--- src/rtl/gcd_unit_if.sv ---
// Operand/result handshake bundle for gcd_unit: a valid/ready channel in each
// direction, plus the iteration counter that goes with each result.
interface gcd_unit_if #(
   parameter int WIDTH = 16,
   parameter int CNT_W = WIDTH + 1
);
   logic               in_valid;
   logic               in_ready;
   logic [2*WIDTH-1:0] in_data;
   logic               out_valid;
   logic               out_ready;
   logic [WIDTH-1:0]   out_data;
   logic [CNT_W-1:0]   cycles;

   modport slave (
      input  in_valid, in_data, out_ready,
      output in_ready, out_valid, out_data, cycles
   );

   modport master (
      output in_valid, in_data, out_ready,
      input  in_ready, out_valid, out_data, cycles
   );
endinterface

--- src/rtl/gcd_unit.sv ---
// Iterative GCD engine with one operation in flight. MODE 0 runs subtractive
// Euclid and MODE 1 runs binary Stein. io.cycles counts CALC iterations and saturates.
module gcd_unit #(
   parameter int WIDTH = 16,
   parameter int MODE  = 0,
   parameter int CNT_W = WIDTH + 1
) (
   input  logic      clk,
   input  logic      reset,
   gcd_unit_if.slave io
);
   localparam int KW = (WIDTH > 1) ? $clog2(WIDTH) : 1;

   typedef enum logic [1:0] {IDLE, CALC, DONE} state_t;

   state_t           state_q, state_d;
   logic [WIDTH-1:0] a_q, a_d;
   logic [WIDTH-1:0] b_q, b_d;
   logic [WIDTH-1:0] res_q, res_d;
   logic [KW-1:0]    k_q, k_d;
   logic [CNT_W-1:0] cnt_q, cnt_d;

   // NOTE: state registers use non-blocking assignments so that every flop samples pre-edge values.
   always_ff @(posedge clk or negedge reset) begin
      if (!reset) begin
         state_q <= IDLE;
         a_q     <= '0;
         b_q     <= '0;
         k_q     <= '0;
         res_q   <= '0;
         cnt_q   <= '0;
      end else begin
         state_q <= state_d;
         a_q     <= a_d;
         b_q     <= b_d;
         k_q     <= k_d;
         res_q   <= res_d;
         cnt_q   <= cnt_d;
      end
   end

   // NOTE: every signal gets a hold default first, so no path can infer a latch.
   always_comb begin
      state_d = state_q;
      a_d     = a_q;
      b_d     = b_q;
      k_d     = k_q;
      res_d   = res_q;
      cnt_d   = cnt_q;

      unique case (state_q)
         IDLE: begin
            if (io.in_valid) begin
               a_d     = io.in_data[WIDTH-1:0];
               b_d     = io.in_data[2*WIDTH-1:WIDTH];
               k_d     = '0;
               cnt_d   = '0;
               state_d = CALC;
            end
         end

         CALC: begin
            if (cnt_q != '1) cnt_d = cnt_q + 1'b1;
            // k stays zero in MODE 0, so the shift is a no-op there.
            if (b_q == '0) begin
               res_d   = a_q << k_q;
               state_d = DONE;
            end else if (a_q == '0) begin
               res_d   = b_q << k_q;
               state_d = DONE;
            end else if (MODE == 0) begin
               if (a_q > b_q) begin
                  a_d = b_q;
                  b_d = a_q;
               end else begin
                  b_d = b_q - a_q;
               end
            end else begin
               if (!a_q[0] && !b_q[0]) begin
                  a_d = a_q >> 1;
                  b_d = b_q >> 1;
                  k_d = k_q + 1'b1;
               end else if (!a_q[0]) begin
                  a_d = a_q >> 1;
               end else if (!b_q[0]) begin
                  b_d = b_q >> 1;
               end else if (a_q >= b_q) begin
                  a_d = (a_q - b_q) >> 1;
               end else begin
                  b_d = (b_q - a_q) >> 1;
               end
            end
         end

         DONE: begin
            if (io.out_ready) state_d = IDLE;
         end

         default: state_d = IDLE;
      endcase
   end

   // Both handshake outputs are pure state decodes, so neither depends on the opposite strobe.
   assign io.in_ready  = (state_q == IDLE);
   assign io.out_valid = (state_q == DONE);
   assign io.out_data  = res_q;
   assign io.cycles    = cnt_q;
endmodule

--- src/flat_wrapper.sv ---
// flat-port wrapper written by rule: the top's interface ports become plain ports
module gcd_unit_flat 
#(
   parameter int WIDTH = 16,
   parameter int MODE  = 0,
   parameter int CNT_W = WIDTH + 1
)
  (clk, reset, io_in_valid, io_in_data, io_out_ready, io_in_ready, io_out_valid, io_out_data, io_cycles);
  gcd_unit_if #(.WIDTH(WIDTH), .CNT_W(CNT_W)) io_i ();
  input  logic clk;
  input  logic reset;
  input wire logic [$bits(io_i.in_valid)-1:0] io_in_valid;
  input wire logic [$bits(io_i.in_data)-1:0] io_in_data;
  input wire logic [$bits(io_i.out_ready)-1:0] io_out_ready;
  output wire logic [$bits(io_i.in_ready)-1:0] io_in_ready;
  output wire logic [$bits(io_i.out_valid)-1:0] io_out_valid;
  output wire logic [$bits(io_i.out_data)-1:0] io_out_data;
  output wire logic [$bits(io_i.cycles)-1:0] io_cycles;
  assign io_i.in_valid = io_in_valid;
  assign io_i.in_data = io_in_data;
  assign io_i.out_ready = io_out_ready;
  assign io_in_ready = io_i.in_ready;
  assign io_out_valid = io_i.out_valid;
  assign io_out_data = io_i.out_data;
  assign io_cycles = io_i.cycles;
  gcd_unit #(.WIDTH(WIDTH), .MODE(MODE), .CNT_W(CNT_W)) u_core (.clk(clk), .reset(reset), .io(io_i));
endmodule
--- config.mk ---
export PLATFORM = sky130hd
export DESIGN_NAME = gcd_unit_flat
export DESIGN_NICKNAME = d
export VERILOG_FILES = /design/src/rtl/gcd_unit_if.sv /design/src/rtl/gcd_unit.sv /design/src/flat_wrapper.sv
export SDC_FILE = /design/constraint.sdc
export NUM_CORES = 1
export LEC_CHECK = 0
export CAP_MARGIN = 20
export CORE_UTILIZATION = 35
export CTS_BUF_LIST = sky130_fd_sc_hd__clkbuf_4
export CTS_CLUSTER_DIAMETER = 120
export DETAILED_ROUTE_END_ITERATION = 10
export PLACE_DENSITY = 0.55
export SYNTH_ARGS = -nofsm -noshare
export SYNTH_HDL_FRONTEND = slang
export SYNTH_SLANG_ARGS = --single-unit
--- constraint.sdc ---
create_clock -name clk -period 4.9 [get_ports clk]
set_input_delay 0.98 -clock clk [delete_from_list [all_inputs] [get_ports clk]]
set_output_delay 0.98 -clock clk [all_outputs]
set_load 0.005 [all_outputs]
Yosys cells after proc, flatten, opt, wreduce, memory -nomap -nowiden
Cells that the tools add are included.
- word-level logic and storage cells: 48
- bits in registers: 67
- output and inout bits: 35
- input bits: 36
- muxes and demuxes: 20
- add/subtract/negate cells: 2
- order comparisons: 1
- reduce and logical (&&, ||, !) cells: 10
- equality and inequality tests: 10
- operator list (operator ; number):
    $mux W16 ; 10
    $pmux W16 S2 ; 2
    $mux W17 ; 2
    $pmux W17 S2 ; 1
    $logic_not A16 Y1 ; 2
    $add A17 B1 Y17 const B ; 1
    $ne A17 B17 Y1 const B ; 1
    $gt A16 B16 Y1 ; 1
    $sub A16 B16 Y16 ; 1
    $mux W2 ; 4
    $ne A2 B2 Y1 const B ; 4
    $pmux W2 S3 ; 1
    $reduce_and A3 Y1 ; 2
    $reduce_and A5 Y1 ; 1
    $ne A2 B1 Y1 const B ; 2
    $reduce_and A4 Y1 ; 1
    $reduce_bool A2 Y1 ; 2
    $ne A3 B1 Y1 const B ; 1
    $eq A2 B1 Y1 const B ; 1
    $eq A2 B2 Y1 const B ; 1
    $logic_not A2 Y1 ; 1
    $reduce_and A2 Y1 ; 1

Longest topological paths before layout
Gate-level depths: netlist of run 1.
- depth after elaboration: 5
- gate-level depth with buffers: 12
- mapped depth without buffers: 12

Worst setup path before layout of run 1
No wires, ideal clock.
- kind: flip-flop to flip-flop
- from: reg u_core.b_q[0]
- to: reg u_core.b_q[11]
- data required time: 4.818 ns
- library setup time: 0.082 ns
- stages on the path, launching flop included: 11
- buffers on the path: 1
- path slack: 2.422 ns
- arrival: 2.396 ns
- clock period less this slack: 2.478 ns
- cells stage by stage: dfrtp_1 > inv_1 > ha_1 > fa_1 > nand2b_1 > a21o_1 > a31o_2 > o21a_1 > buf_6 > a311o_1 > a31oi_1
- cells in the longest elaborated chain, start to end: 5
- elaborated cells on any way between the ends: 9
- those cells by class: add/sub (1); order compare (1); eq/ne (1); mux (4); reduce/logical (2)
- ends and longest elaborated chain (item ; RTL line ; text):
    from (decl) ; gcd_unit.sv:18 ; logic [WIDTH-1:0] b_q, b_d;
    from (signal assigned) ; gcd_unit.sv:28 ; b_q <= '0;
    from (signal assigned) ; gcd_unit.sv:35 ; b_q <= b_d;
    $sub A16 B16 Y16 / $gt A16 B16 Y1 (equally long branches) ; gcd_unit.sv:76, gcd_unit.sv:72 ;
    $mux W16 ; gcd_unit.sv:72 ; if (a_q > b_q) begin
    $mux W16 ; gcd_unit.sv:68 ; end else if (a_q == '0) begin
    $mux W16 ; gcd_unit.sv:65 ; if (b_q == '0) begin
    $pmux W16 S2 ; gcd_unit.sv:51 ; unique case (state_q)
Several ways; a longest one is shown, not always the timed one. The select of a mux whose other input is x is not followed.
A chain may end at the register's enable or synchronous reset.

Worst setup path in the final report of run 1
- from: reg u_core.b_q[0]
- to: reg u_core.a_q[5]
- cells in the longest elaborated chain, start to end: 3
- elaborated cells on any way between the ends: 5
- those cells by class: order compare (1); eq/ne (2); reduce/logical (2)
- ends and longest elaborated chain (item ; RTL line ; text):
    $gt A16 B16 Y1 / $logic_not A16 Y1 (equally long branches) ; gcd_unit.sv:72, gcd_unit.sv:65 ;
    $ne A2 B1 Y1 (no line) / $ne A2 B2 Y1 (equally long branches) ; -- ;
    $reduce_and A5 Y1 (no line) * ; -- ;
    to (signal assigned) ; gcd_unit.sv:27 ; a_q <= '0;
    to (signal assigned) ; gcd_unit.sv:34 ; a_q <= a_d;
    to (decl) ; gcd_unit.sv:17 ; logic [WIDTH-1:0] a_q, a_d;
Mark *: on every way between the ends. The rest lies on a longest branch, timed or not.

==> results of run 1 <==
[final cells by class]
cell class,count,share of cell area (%)
Tap cell,143,3.466
Sequential cell,67,32.48
Timing Repair Buffer,76,14.59
Multi-Input combinational cell,368,44.84
Clock buffer,9,1.309
Clock inverter,7,1.794
Inverter,21,1.527
[per-layer routing]
| layer | vias up | GRT usage (%) | part of all wire [%] |
|---|---|---|---|
| met5 | - | 0 | 0 |
| met4 | 0 | 7.568 | 1.7 |
| met3 | 16 | 3.335 | 6.0 |
| met2 | 151 | 33.46 | 47 |
| met1 | 1958 | 28.79 | 45 |
| li1 | 1880 | - | - |
[worst max-delay path by stage]
stage                           endpoint     startpoint  slack, ns
after floorplan           u_core.b_q[11]  u_core.b_q[0]       2.42
after global placement     u_core.b_q[4]    io_in_valid       1.80
after detailed placement   u_core.b_q[4]    io_in_valid       1.72
after CTS                  u_core.a_q[5]  u_core.b_q[0]       1.94
after global routing       u_core.a_q[5]  u_core.b_q[0]       1.82
final                      u_core.a_q[5]  u_core.b_q[0]       1.93
[stage by stage]
stage               hold slack [ns]  setup slack [ns]  instance area, um2  instances
floorplan                    0.4875             2.422                4180        482
global placement             0.4946             1.804                4982        674
detailed placement           0.5017             1.724                4982        674
CTS                          0.5319             1.941                5142        690
global route                 0.4745             1.823                5162        691
finish                       0.4843             1.932                5162        691
[cells in the mapped netlist (3+ instances only)]
library cell / instances / area [um2]
a21o_1: 4 / 30.03
a21oi_1: 63 / 315.3
a2bb2oi_1: 15 / 131.4
a31oi_1: 5 / 31.28
and2_1: 3 / 18.77
and3_1: 11 / 68.82
and4_1: 3 / 26.28
buf_2: 5 / 25.02
clkbuf_1: 17 / 63.81
dfrtp_1: 67 / 1677
ha_1: 18 / 225.2
inv_1: 21 / 78.83
mux2i_1: 5 / 50.05
nand2_1: 32 / 120.1
nand2b_1: 10 / 62.56
nand3_1: 13 / 65.06
nand4_1: 7 / 43.79
nor2_1: 48 / 180.2
nor2b_1: 3 / 18.77
nor3_1: 9 / 45.04
nor4_1: 8 / 50.05
o211ai_1: 5 / 37.54
o21a_1: 4 / 30.03
o21ai_0: 26 / 130.1
o22ai_1: 16 / 100.1
o31ai_1: 3 / 22.52
or3_1: 7 / 43.79
xnor2_1: 12 / 105.1
xor2_1: 10 / 87.58
[flip-flops by register name, indices dropped and copies added, names as in the netlist]
name / cells
u_core.b_q: 16
u_core.state_q: 2
u_core.a_q: 16
u_core.io.out_data: 16
u_core.io.cycles: 17
[power breakdown]
group	switching [mW]	internal (mW)	total, mW
clock	0.215	0.205	0.421
sequential	0.277	0.729	1.01
combinational	1.14	0.943	2.08
total	1.63	1.88	3.51
[kinds of logic after synthesis]
logic type	synth area share, %
AO/OA/AOI/OAI	24.33
XOR/XNOR	4.609
adder cells (fa/ha/maj)	5.867
buffers and inverters	4.639
flip-flops	40.11
multiplexers	1.467
AND/OR/NAND/NOR	18.98
[layout by cell type (no fill, tap or decap), types with 10 or more instances in the layout]
cell / netlist / routed
dfrtp_1: 67 / 67
o21ai_0: 26 / 26
o22ai_1: 16 / 16
nand3_1: 13 / 13
nand2_1: 32 / 32
ha_1: 18 / 18
a2bb2oi_1: 15 / 15
and3_1: 11 / 11
xnor2_1: 12 / 12
a21oi_1: 63 / 63
nand2b_1: 10 / 10
xor2_1: 10 / 10
clkdlybuf4s50_1: 0 / 69
inv_1: 21 / 21
nor2_1: 48 / 47
==> flow_summary.json, run 1 <==
{
  "slew_headroom_pct": 47.05,
  "cts_buffers": 9,
  "multi_input_area_um2": 2315,
  "postLayoutCoreUtil_pct": 44.83,
  "hp-class": "input port to asynchronous set/reset pin",
  "status": "finished with violations",
  "cts_buffer_depth": 2,
  "r2r_start": "u_core.b_q[0]",
  "max-cap-violations": 0,
  "drtAntennaViolNets": 0,
  "tns_ns": 0,
  "syn_to_final_growth_pct": 23.50,
  "viasPerCell": 5.796,
  "fillers": 1171,
  "ys_ff_latch": 67,
  "cts_root_buf": "clkbuf_4",
  "cts_max_level": 3,
  "avgSynthCellArea_um2": 8.673,
  "grt_max_degree": 44,
  "leakage_nw": 2.203,
  "reg2regPathDepth": 9,
  "syn_inst": 482,
  "grt_pass1_vias": 3865,
  "dp_hpwl_um": 9418,
  "synth_area_um2": 4180,
  "finalHoldViolCount": 0,
  "worstMarginPinSlew_ns": 0.7943,
  "violations": "design-rule violations",
  "wl_um": 12790,
  "start_util_pct": 36.30,
  "syn_nets": 537,
  "cp-end-kind": "flop",
  "gp_congestion": 0.8976,
  "synth_edf_count": 0,
  "crit_arrival_ns": 3.32,
  "grt_pass1_wl_um": 20290,
  "min_period_over_period_pct": 60.58,
  "die_w_um": 111.3,
  "clock_latency_ns": 0.41,
  "crit_path_max_incr_delay_ns": 0.64,
  "numPortBuffers": 70,
  "cts_setup_buffers": 0,
  "drive_gt1_share_pct": 6.204,
  "dieArea_um2": 12380,
  "slew_violations": 0,
  "r2r-end": "u_core.a_q[5]",
  "ys_types": 55,
  "setup_viol": 0,
  "core_area_um2": 11520,
  "dieHeight_um": 111.3,
  "async_reset_ff_share_pct": 100.0,
  "grt.total_usage_pct": 21.02,
  "antenna_found_initial": 0,
  "cellPowerDensity_nw_per_um2": 679.6,
  "seq_area_frac_synth_pct": 40.11,
  "seqCellArea_um2": 1677,
  "drt-initial-drc-count": 328,
  "p_total_mw": 3.508,
  "ys_warn_count": 0,
  "cp_slowest_cell": "o211ai_2",
  "ir_worst_vdd_mv": 0.2857,
  "skew_ns": 0.01235,
  "critPathBufInv": 1,
  "grt_overflow_total": 0,
  "top_level_ports": 71,
  "crit_type": "flop to flop",
  "regToRegSetupSlack_ns": 1.93,
  "required_ns": 5.26,
  "min_period_ns": 2.968,
  "fmax_mhz": 336.9,
  "cts-resized-gates": 0,
  "path_cells": "inv_1, ha_1, fa_1, nand2b_1, a21o_1, a31o_2, o211ai_2, o22ai_1, o2bb2a_1",
  "crit_cells": 9,
  "crit_path_start_kind": "flop",
  "num_antenna_cells": 0,
  "clk_pin_slew_ns": 0.12,
  "clock_sinks": 67,
  "timing.critical_path.fanout_max": 16,
  "cts_tree": "done",
  "rows": 39,
  "vias": 4005,
  "critPathTopFamily": "compound AO/OA/AOI/OAI gates",
  "synth_ff_type": "dfrtp_1",
  "wire_per_inst_um": 18.51,
  "dr.pass1.iters": 8,
  "hold_buffers": 0,
  "final_nets": 598,
  "route.detailed.drc": 14,
  "rsz0062_at_grt": "false"
}
(Power assumes the default switching activity.)
==> run 2: changes to the inputs <==
==> constraint.sdc (replaced) <==
create_clock -name clk -period 2.75 [get_ports clk]
set_input_delay 0.55 -clock clk [delete_from_list [all_inputs] [get_ports clk]]
set_output_delay 0.55 -clock clk [all_outputs]
set_load 0.005 [all_outputs]
==> flow_summary.json, run 2 (same netlist as run 1, synthesis figures left out) <==
{
  "status": "finished with violations",
  "violations": "design-rule violations",
  "drt-initial-drc-count": 398,
  "min_period_ns": 2.629,
  "ir_worst_vdd_mv": 0.6824,
  "grt_pass1_vias": 4021,
  "grt_pass1_wl_um": 21950,
  "cts_tree": "done",
  "grt_overflow_total": 0,
  "clk_pin_slew_ns": 0.11,
  "tns_ns": 0,
  "r2r-end": "u_core.b_q[2]",
  "vias": 4116,
  "fmax_mhz": 380.3,
  "cts_max_level": 3,
  "numPortBuffers": 70,
  "place_ws_ns": 0.1311,
  "hp-class": "input port to asynchronous set/reset pin",
  "max-cap-violations": 0,
  "multi_input_area_um2": 2316,
  "fin_ws_ns": 0.1205,
  "design_area_um2": 5388,
  "drive_gt1_share_pct": 11.53,
  "viasPerCell": 5.685,
  "cp_slowest_cell": "fa_1",
  "fillers": 1146,
  "dieHeight_um": 111.3,
  "cellPowerDensity_nw_per_um2": 1244,
  "dpl-instance-area_um2": 5250,
  "cp-end-kind": "flop",
  "dr.pass1.iters": 8,
  "clock_latency_ns": 0.44,
  "min_period_over_period_pct": 95.62,
  "largest_reg_flops": 17,
  "regToRegSetupSlack_ns": 0.12,
  "path_cells": "inv_1, ha_1, fa_1, nand2b_1, a21o_1, a31o_2, buf_4, o21ai_2, buf_4, mux2i_1, o21ai_0",
  "layout_commonest_cell": "clkdlybuf4s50_1",
  "antenna_found_initial": 0,
  "cts_buffer_depth": 2,
  "wl_um": 13660,
  "grt.total_usage_pct": 23.06,
  "die_w_um": 111.3,
  "cts_buffers": 9,
  "syn_to_final_growth_pct": 28.88,
  "cts-resized-gates": 0,
  "dieArea_um2": 12380,
  "wire_per_inst_um": 18.87,
  "setup_viol": 0,
  "clock_sinks": 67,
  "postLayoutCoreUtil_pct": 46.78,
  "final_cell_mix": "clkdlybuf4s50_1 (69), dfrtp_1 (67), a21oi_1 (63)",
  "cp-endpoint": "u_core.b_q[2]",
  "reg2regPathDepth": 11,
  "required_ns": 3.04,
  "crit_arrival_ns": 2.92,
  "critPathLaunch": "u_core.b_q[0]",
  "dp_hpwl_um": 10330,
  "grt_max_degree": 45,
  "final_nets": 631,
  "slew_violations": 0,
  "route.detailed.drc": 14,
  "rsz0062_at_grt": "true",
  "rows": 39,
  "drtAntennaViolNets": 0,
  "cts_root_buf": "clkbuf_4",
  "cts_setup_buffers": 0,
  "hold_buffers": 0,
  "seqCellArea_um2": 1677,
  "start_util_pct": 36.30,
  "num_antenna_cells": 0,
  "skew_ns": 0.01865,
  "gp_congestion": 0.8777,
  "crit_path_max_incr_delay_ns": 0.40,
  "worstMarginPinSlew_ns": 0.7410,
  "core_area_um2": 11520,
  "timing.critical_path.fanout_max": 8,
  "crit_type": "flop to flop",
  "p_total_mw": 6.703,
  "r2r_start": "u_core.b_q[0]",
  "slew_headroom_pct": 50.54,
  "finalHoldViolCount": 0,
  "top_level_ports": 71,
  "crit_top_cell": "buf_4",
  "crit_path_start_kind": "flop",
  "leakage_nw": 2.356
}
[run 2: area by class of cell]
cell class              instances  area share [%]
well taps                     143           3.321
flip-flops and latches         67           31.12
multi-input cells             368           42.99
repair buffers                109           18.58
clock inverters                 7           1.277
clock buffers                   9           1.254
inverters                      21           1.463
[run 2: metrics by stage]
step           hold WS [ns]  std cells
2_1_floorplan        0.2544        482
3_3_place_gp         0.5052        708
3_5_place_dp         0.5045        708
4_1_cts              0.1200        724
5_1_grt              0.1224        724
6_report             0.1230        724
[run 2: worst max-delay path, delay by kind of cell (launching register included)]
family | cells | cell delay, ns
AO/OA/AOI/OAI | 4 | 0.71
adder cells (fa/ha/maj) | 2 | 0.61
buffers and inverters | 3 | 0.41
flip-flops | 1 | 0.37
multiplexers | 1 | 0.22
AND/OR/NAND/NOR | 1 | 0.18
[run 2: worst min-delay path by stage]
stage                              start              endpoint  slack [ns]  cells after the start
finish                             reset   u_core.io.cycles[4]        0.12                      1
global route                       reset   u_core.io.cycles[1]        0.12                      1
CTS                                reset   u_core.io.cycles[2]        0.12                      1
detailed placement  u_core.io.cycles[16]  u_core.io.cycles[16]        0.50                      2
global placement    u_core.io.cycles[16]  u_core.io.cycles[16]        0.51                      2
floorplan                          reset         u_core.a_q[0]        0.25                      0
[run 2: metal layers]
metal	track usage, %	up-vias	part of all wire (%)
met5	0	-	0
met4	8.829	0	2.3
met1	31.57	1994	46
met2	36.29	153	46
li1	-	1950	-
met3	3.937	19	5.8
[run 2: power breakdown]
part	switching, mW	internal [mW]	leakage, nW
Combinational	2.37	2.03	1.45
Sequential	0.341	1.30	0.833
Clock	0.388	0.274	0.0749
==> patch 1, RTL diff (flow settings as in run 2) <==
`WIDTH` is set to 16 in 3 places; all go to 32.
--- a/src/rtl/gcd_unit_if.sv
+++ b/src/rtl/gcd_unit_if.sv
@@ -1,7 +1,7 @@
 // Operand/result handshake bundle for gcd_unit: a valid/ready channel in each
 // direction, plus the iteration counter that goes with each result.
 interface gcd_unit_if #(
-   parameter int WIDTH = 16,
+   parameter int WIDTH = 32,
    parameter int CNT_W = WIDTH + 1
 );
    logic               in_valid;
--- a/src/rtl/gcd_unit.sv
+++ b/src/rtl/gcd_unit.sv
@@ -1,7 +1,7 @@
 // Iterative GCD engine with one operation in flight. MODE 0 runs subtractive
 // Euclid and MODE 1 runs binary Stein. io.cycles counts CALC iterations and saturates.
 module gcd_unit #(
-   parameter int WIDTH = 16,
+   parameter int WIDTH = 32,
    parameter int MODE  = 0,
    parameter int CNT_W = WIDTH + 1
 ) (
--- a/src/flat_wrapper.sv
+++ b/src/flat_wrapper.sv
@@ -1,7 +1,7 @@
 // flat-port wrapper written by rule: the top's interface ports become plain ports
 module gcd_unit_flat 
 #(
-   parameter int WIDTH = 16,
+   parameter int WIDTH = 32,
    parameter int MODE  = 0,
    parameter int CNT_W = WIDTH + 1
 )
Interface: changed (resized io_cycles, io_in_data and io_out_data); port bits go from 71 to 135. The function was not compared with the original's and may differ.
==> patch 1 against run 2 <==
The flow finishes with violations (setup timing). Total power up 130%. Die area up 94%. Sequential share of layout area down 3.6 points. Synthesized area up 96%. Core utilization up 5.5 points. Design area up 120%. Sequential cell count up 64. First-iteration DRC count up 38%. Wire length up 110%. Setup slack worse by 0.14 ns. Critical path type unchanged. Largest cell class unchanged.
==> patch 1: results (changes against run 2) <==
{
  "status": "finished, violations left",
  "violated_checks": "setup timing",
  "vdd_drop_max": {"value": 0.0006004, "unit": "V", "change": "-12%"},
  "antennaDiodeCount": {"value": 1, "change": "+1"},
  "grt_start_max_net_pins": {"value": 47, "change": "+4.4%"},
  "place_congestion": {"value": 0.9283, "change": "+5.8%"},
  "worst-endpoint-arrival": {"value": 3.20, "unit": "ns", "change": "+0.28 ns"},
  "yosys.area_share.adder": {"value": 5.433, "unit": "%", "change": "-0.43 points"},
  "clkbuf_count": {"value": 17, "change": "+8"},
  "synthXorXnorAreaFrac": {"value": 5.341, "unit": "%", "change": "+0.73 points"},
  "worstSkewPairLatency": {"value": 0.57, "unit": "ns", "change": "+0.13 ns"},
  "detail_route.first_pass.iterations": {"value": 5, "change": "-3"},
  "largest_reg_flops": {"value": 33, "change": "+16"},
  "cts_resized": {"value": 11, "change": "+11"},
  "signal_buffer_area_fraction": {"value": 24.88, "unit": "%", "change": "+6.3 points"},
  "synth_top_cells_by_area": "dfrtp_1 40%, o22a_1 6.6%, ha_1 5.2%",
  "layout.filler_cells": {"value": 2169, "change": "+89%"},
  "post_route_cells_drive_above_1_share": {"value": 24.94, "unit": "%", "change": "+13 points"},
  "synth_cell_types": {"value": 69, "change": "+25%"},
  "grt_pass1_vias": {"value": 8233, "change": "+100%"},
  "post-route-worst-setup-slack": {"value": -0.02154, "unit": "ns", "change": "-0.1421 ns"},
  "dpl_cell_area": {"value": 11250, "unit": "sq um", "change": "+110%"},
  "wl_met3": {"value": 1286, "unit": "um", "change": "+62%"},
  "path_max_fanout": {"value": 3, "change": "-5"},
  "cts_post_setup_buffers_inserted": {"value": 3, "change": "+3"},
  "register_share_of_the_cell_area": {"value": 27.53, "unit": "%", "change": "-3.6 points"},
  "grt_util_met1": {"value": 34.73, "unit": "%", "change": "+3.2 points"},
  "clock_tree_area_fraction": {"value": 2.373, "unit": "%", "change": "-0.16 points"},
  "global_route_wire_length_before_repair": {"value": 45400, "unit": "um", "change": "+110%"},
  "multi_input_gate_share_of_total_cell_area": {"value": 40.56, "unit": "%", "change": "-2.4 points"},
  "finalNetCount": {"value": 1329, "change": "+110%"},
  "layout.comb_gates.multi_input": {"value": 700, "change": "+90%"},
  "total_setup_violations_reported_at_the_end_of_the_flow": {"value": 2, "change": "+2"},
  "global_route.usage.total": {"value": 24.47, "unit": "%", "change": "+1.4 points"},
  "p_leak": {"value": 5.271, "unit": "nW", "change": "+120%"},
  "drtIter0Drc": {"value": 548, "change": "+38%"},
  "critical_path.max_stage_delay": {"value": 0.44, "unit": "ns", "change": "+0.04 ns"},
  "path_clk_slew": {"value": 0.14, "unit": "ns", "change": "+0.03 ns"},
  "met2RoutedLength": {"value": 12950, "unit": "um", "change": "+110%"},
  "hold_slack": {"value": 0.4650, "unit": "ns", "change": "+0.3420 ns"}
}
## patch 1: stage by stage
step | TNS (ns) | setup WS, ns | std cells
global placement | -0.5802 | -0.02770 | 1510
detailed placement | -3.856 | -0.1415 | 1510
floorplan | -0.2697 | -0.08885 | 930
finish | -0.04005 | -0.02154 | 1553
global route | -2.907 | -0.1374 | 1553
CTS | -1.970 | -0.08933 | 1546
## patch 1: final timing paths
check | from | end | cells past startpoint
min reg2reg | u_core.io.out_data[12] | u_core.io.out_data[12] | 2
max reg2reg | u_core.a_q[0] | u_core.b_q[30] | 11
max | u_core.a_q[0] | u_core.b_q[30] | 11
min in group clk | u_core.io.out_data[12] | u_core.io.out_data[12] | 2
max in group asynchronous | reset | u_core.b_q[23] | 3
min | reset | u_core.io.cycles[11] | 2
## patch 1: power by group
part           internal, mW  switching [mW]
Combinational          5.42            5.70
Clock                 0.545           0.839
Sequential             2.53           0.408
Total                  8.50            6.95
==> patch 2, RTL diff (config.mk and constraints of run 2) <==
Without the edit above. Re-encode `state_t` (3 states) as one-hot, 3 bits wide.
--- a/src/rtl/gcd_unit.sv
+++ b/src/rtl/gcd_unit.sv
@@ -11,7 +11,7 @@
 );
    localparam int KW = (WIDTH > 1) ? $clog2(WIDTH) : 1;
 
-   typedef enum logic [1:0] {IDLE, CALC, DONE} state_t;
+   typedef enum logic [2:0] {IDLE = 3'b001, CALC = 3'b010, DONE = 3'b100} state_t;
 
    state_t           state_q, state_d;
    logic [WIDTH-1:0] a_q, a_d;
Behaviour: same outputs for any inputs over 4 cycles, from zero or initial values and one cycle with reset low; so few cycles prove little.
==> patch 2 against run 2 <==
The flow still finishes with violations (DRC). Sequential share of layout area is 0.76 points lower. Total power is 6.6% lower. Die area up 1.1%. Setup slack better by 0.037 ns. Synthesized area increased by 1.1%. Sequential cell count rose by 1. Design area is 4.2% higher. Highest routed layer unchanged. Wire length shrank 6.7%. Largest power group unchanged.
==> patch 2: results (changes against run 2) <==
{
  "fin_cells": {"value": 737, "change": "+1.8%"},
  "path_clk_slew": {"value": 0.13, "unit": "ns", "change": "+0.02 ns"},
  "synth_top_cells_by_area": "dfrtp_1 40%, mux2i_1 7.1%, a21oi_1 7.0%",
  "ff_latch_area": {"value": 1704, "unit": "sq um", "change": "+1.6%"},
  "grt.met3_usage": {"value": 5.389, "unit": "%", "change": "+1.5 points"},
  "post_route_cells_drive_above_1_share": {"value": 16.16, "unit": "%", "change": "+4.6 points"},
  "signal_buffers": {"value": 127, "change": "+17%"},
  "wirelength_met1": {"value": 5771, "unit": "um", "change": "-8.1%"},
  "wl_met3": {"value": 708, "unit": "um", "change": "-11%"},
  "signal_buffer_area_fraction": {"value": 20.06, "unit": "%", "change": "+1.5 points"},
  "avgSynthCellArea": {"value": 8.995, "unit": "sq um", "change": "+3.7%"},
  "preCtsSetupSlack": {"value": 0.08698, "unit": "ns", "change": "-0.04416 ns"},
  "power_report.internal_total": {"value": 3.415, "unit": "mW", "change": "-5.2%"},
  "final.period_utilization": {"value": 94.26, "unit": "%", "change": "-1.4 points"},
  "synth_nets": {"value": 525, "change": "-2.2%"},
  "synth-seq-area-share": {"value": 40.28, "unit": "%", "change": "+0.17 points"},
  "grtUsageMet2": {"value": 34.08, "unit": "%", "change": "-2.2 points"},
  "count_of_cells_along_the_worst_register_to_register_path": {"value": 9, "change": "-2"},
  "power_clock": {"value": 778, "unit": "uW", "change": "+18%"},
  "grt_pass1_vias": {"value": 3994, "change": "-0.67%"},
  "hold_class": "flop to flop",
  "multiplexer_fraction_of_the_synthesized_cell_area": {"value": 7.458, "unit": "%", "change": "+6.0 points"},
  "drtIter0Drc": {"value": 257, "change": "-35%"},
  "global_route.usage.total": {"value": 21.50, "unit": "%", "change": "-1.6 points"},
  "cp_slowest_cell": "dfrtp_1",
  "layout.comb_gates.multi_input": {"value": 362, "change": "-1.6%"},
  "synth_seq_cells": {"value": 68, "change": "+1.5%"},
  "yosys.area_share.adder": {"value": 5.801, "unit": "%", "change": "-0.066 points"},
  "global_route_wire_length_before_repair": {"value": 20780, "unit": "um", "change": "-5.3%"},
  "rr_endpoint": "u_core.b_q[11]",
  "dp.final_hpwl": {"value": 9503, "unit": "um", "change": "-8.0%"},
  "detail_route.vias_per_cell": {"value": 5.418, "change": "-4.7%"},
  "dpl_cell_area": {"value": 5358, "unit": "sq um", "change": "+2.0%"},
  "violated_checks": "DRC",
  "fraction_of_the_mapped_netlist_area_in_compound_gates": {"value": 19.80, "unit": "%", "change": "-4.5 points"},
  "status": "finished, violations left",
  "comb_cell_power": {"value": 3.97, "unit": "mW", "change": "-9.8%"},
  "multi_input_gate_share_of_total_cell_area": {"value": 42.15, "unit": "%", "change": "-0.83 points"},
  "hold_slack": {"value": 0.5325, "unit": "ns", "change": "+0.4096 ns"},
  "drcViolationCount": {"value": 7, "change": "-7"},
  "clock_tree_area_fraction": {"value": 2.831, "unit": "%", "change": "+0.30 points"}
}
## patch 2: cell count changes after synthesis, moves of 7 or more
cell,run 2,this run
mux2i_1,5,30
o22ai_1,16,3
nor2_1,48,64
a2bb2oi_1,15,0
and3_1,11,4
## patch 2: worst max-delay path by stage
| stage | depth (start not counted) | from | end |
|---|---|---|---|
| 6_report | 9 | u_core.b_q[9] | u_core.b_q[11] |
| 5_1_grt | 9 | u_core.b_q[9] | u_core.b_q[11] |
| 4_1_cts | 12 | u_core.io.cycles[0] | u_core.io.cycles[7] |
| 3_5_place_dp | 12 | u_core.io.cycles[0] | u_core.io.cycles[7] |
| 3_3_place_gp | 12 | u_core.io.cycles[0] | u_core.io.cycles[13] |
| 2_1_floorplan | 11 | u_core.io.cycles[0] | u_core.io.cycles[13] |
## patch 2: timing repair
action,4_1_cts,5_1_grt
buffers inserted,0,7
endpoints found under the setup margin,0,34
gates resized for setup,0,9
hold endpoints to repair,13,0
hold buffers,1,0
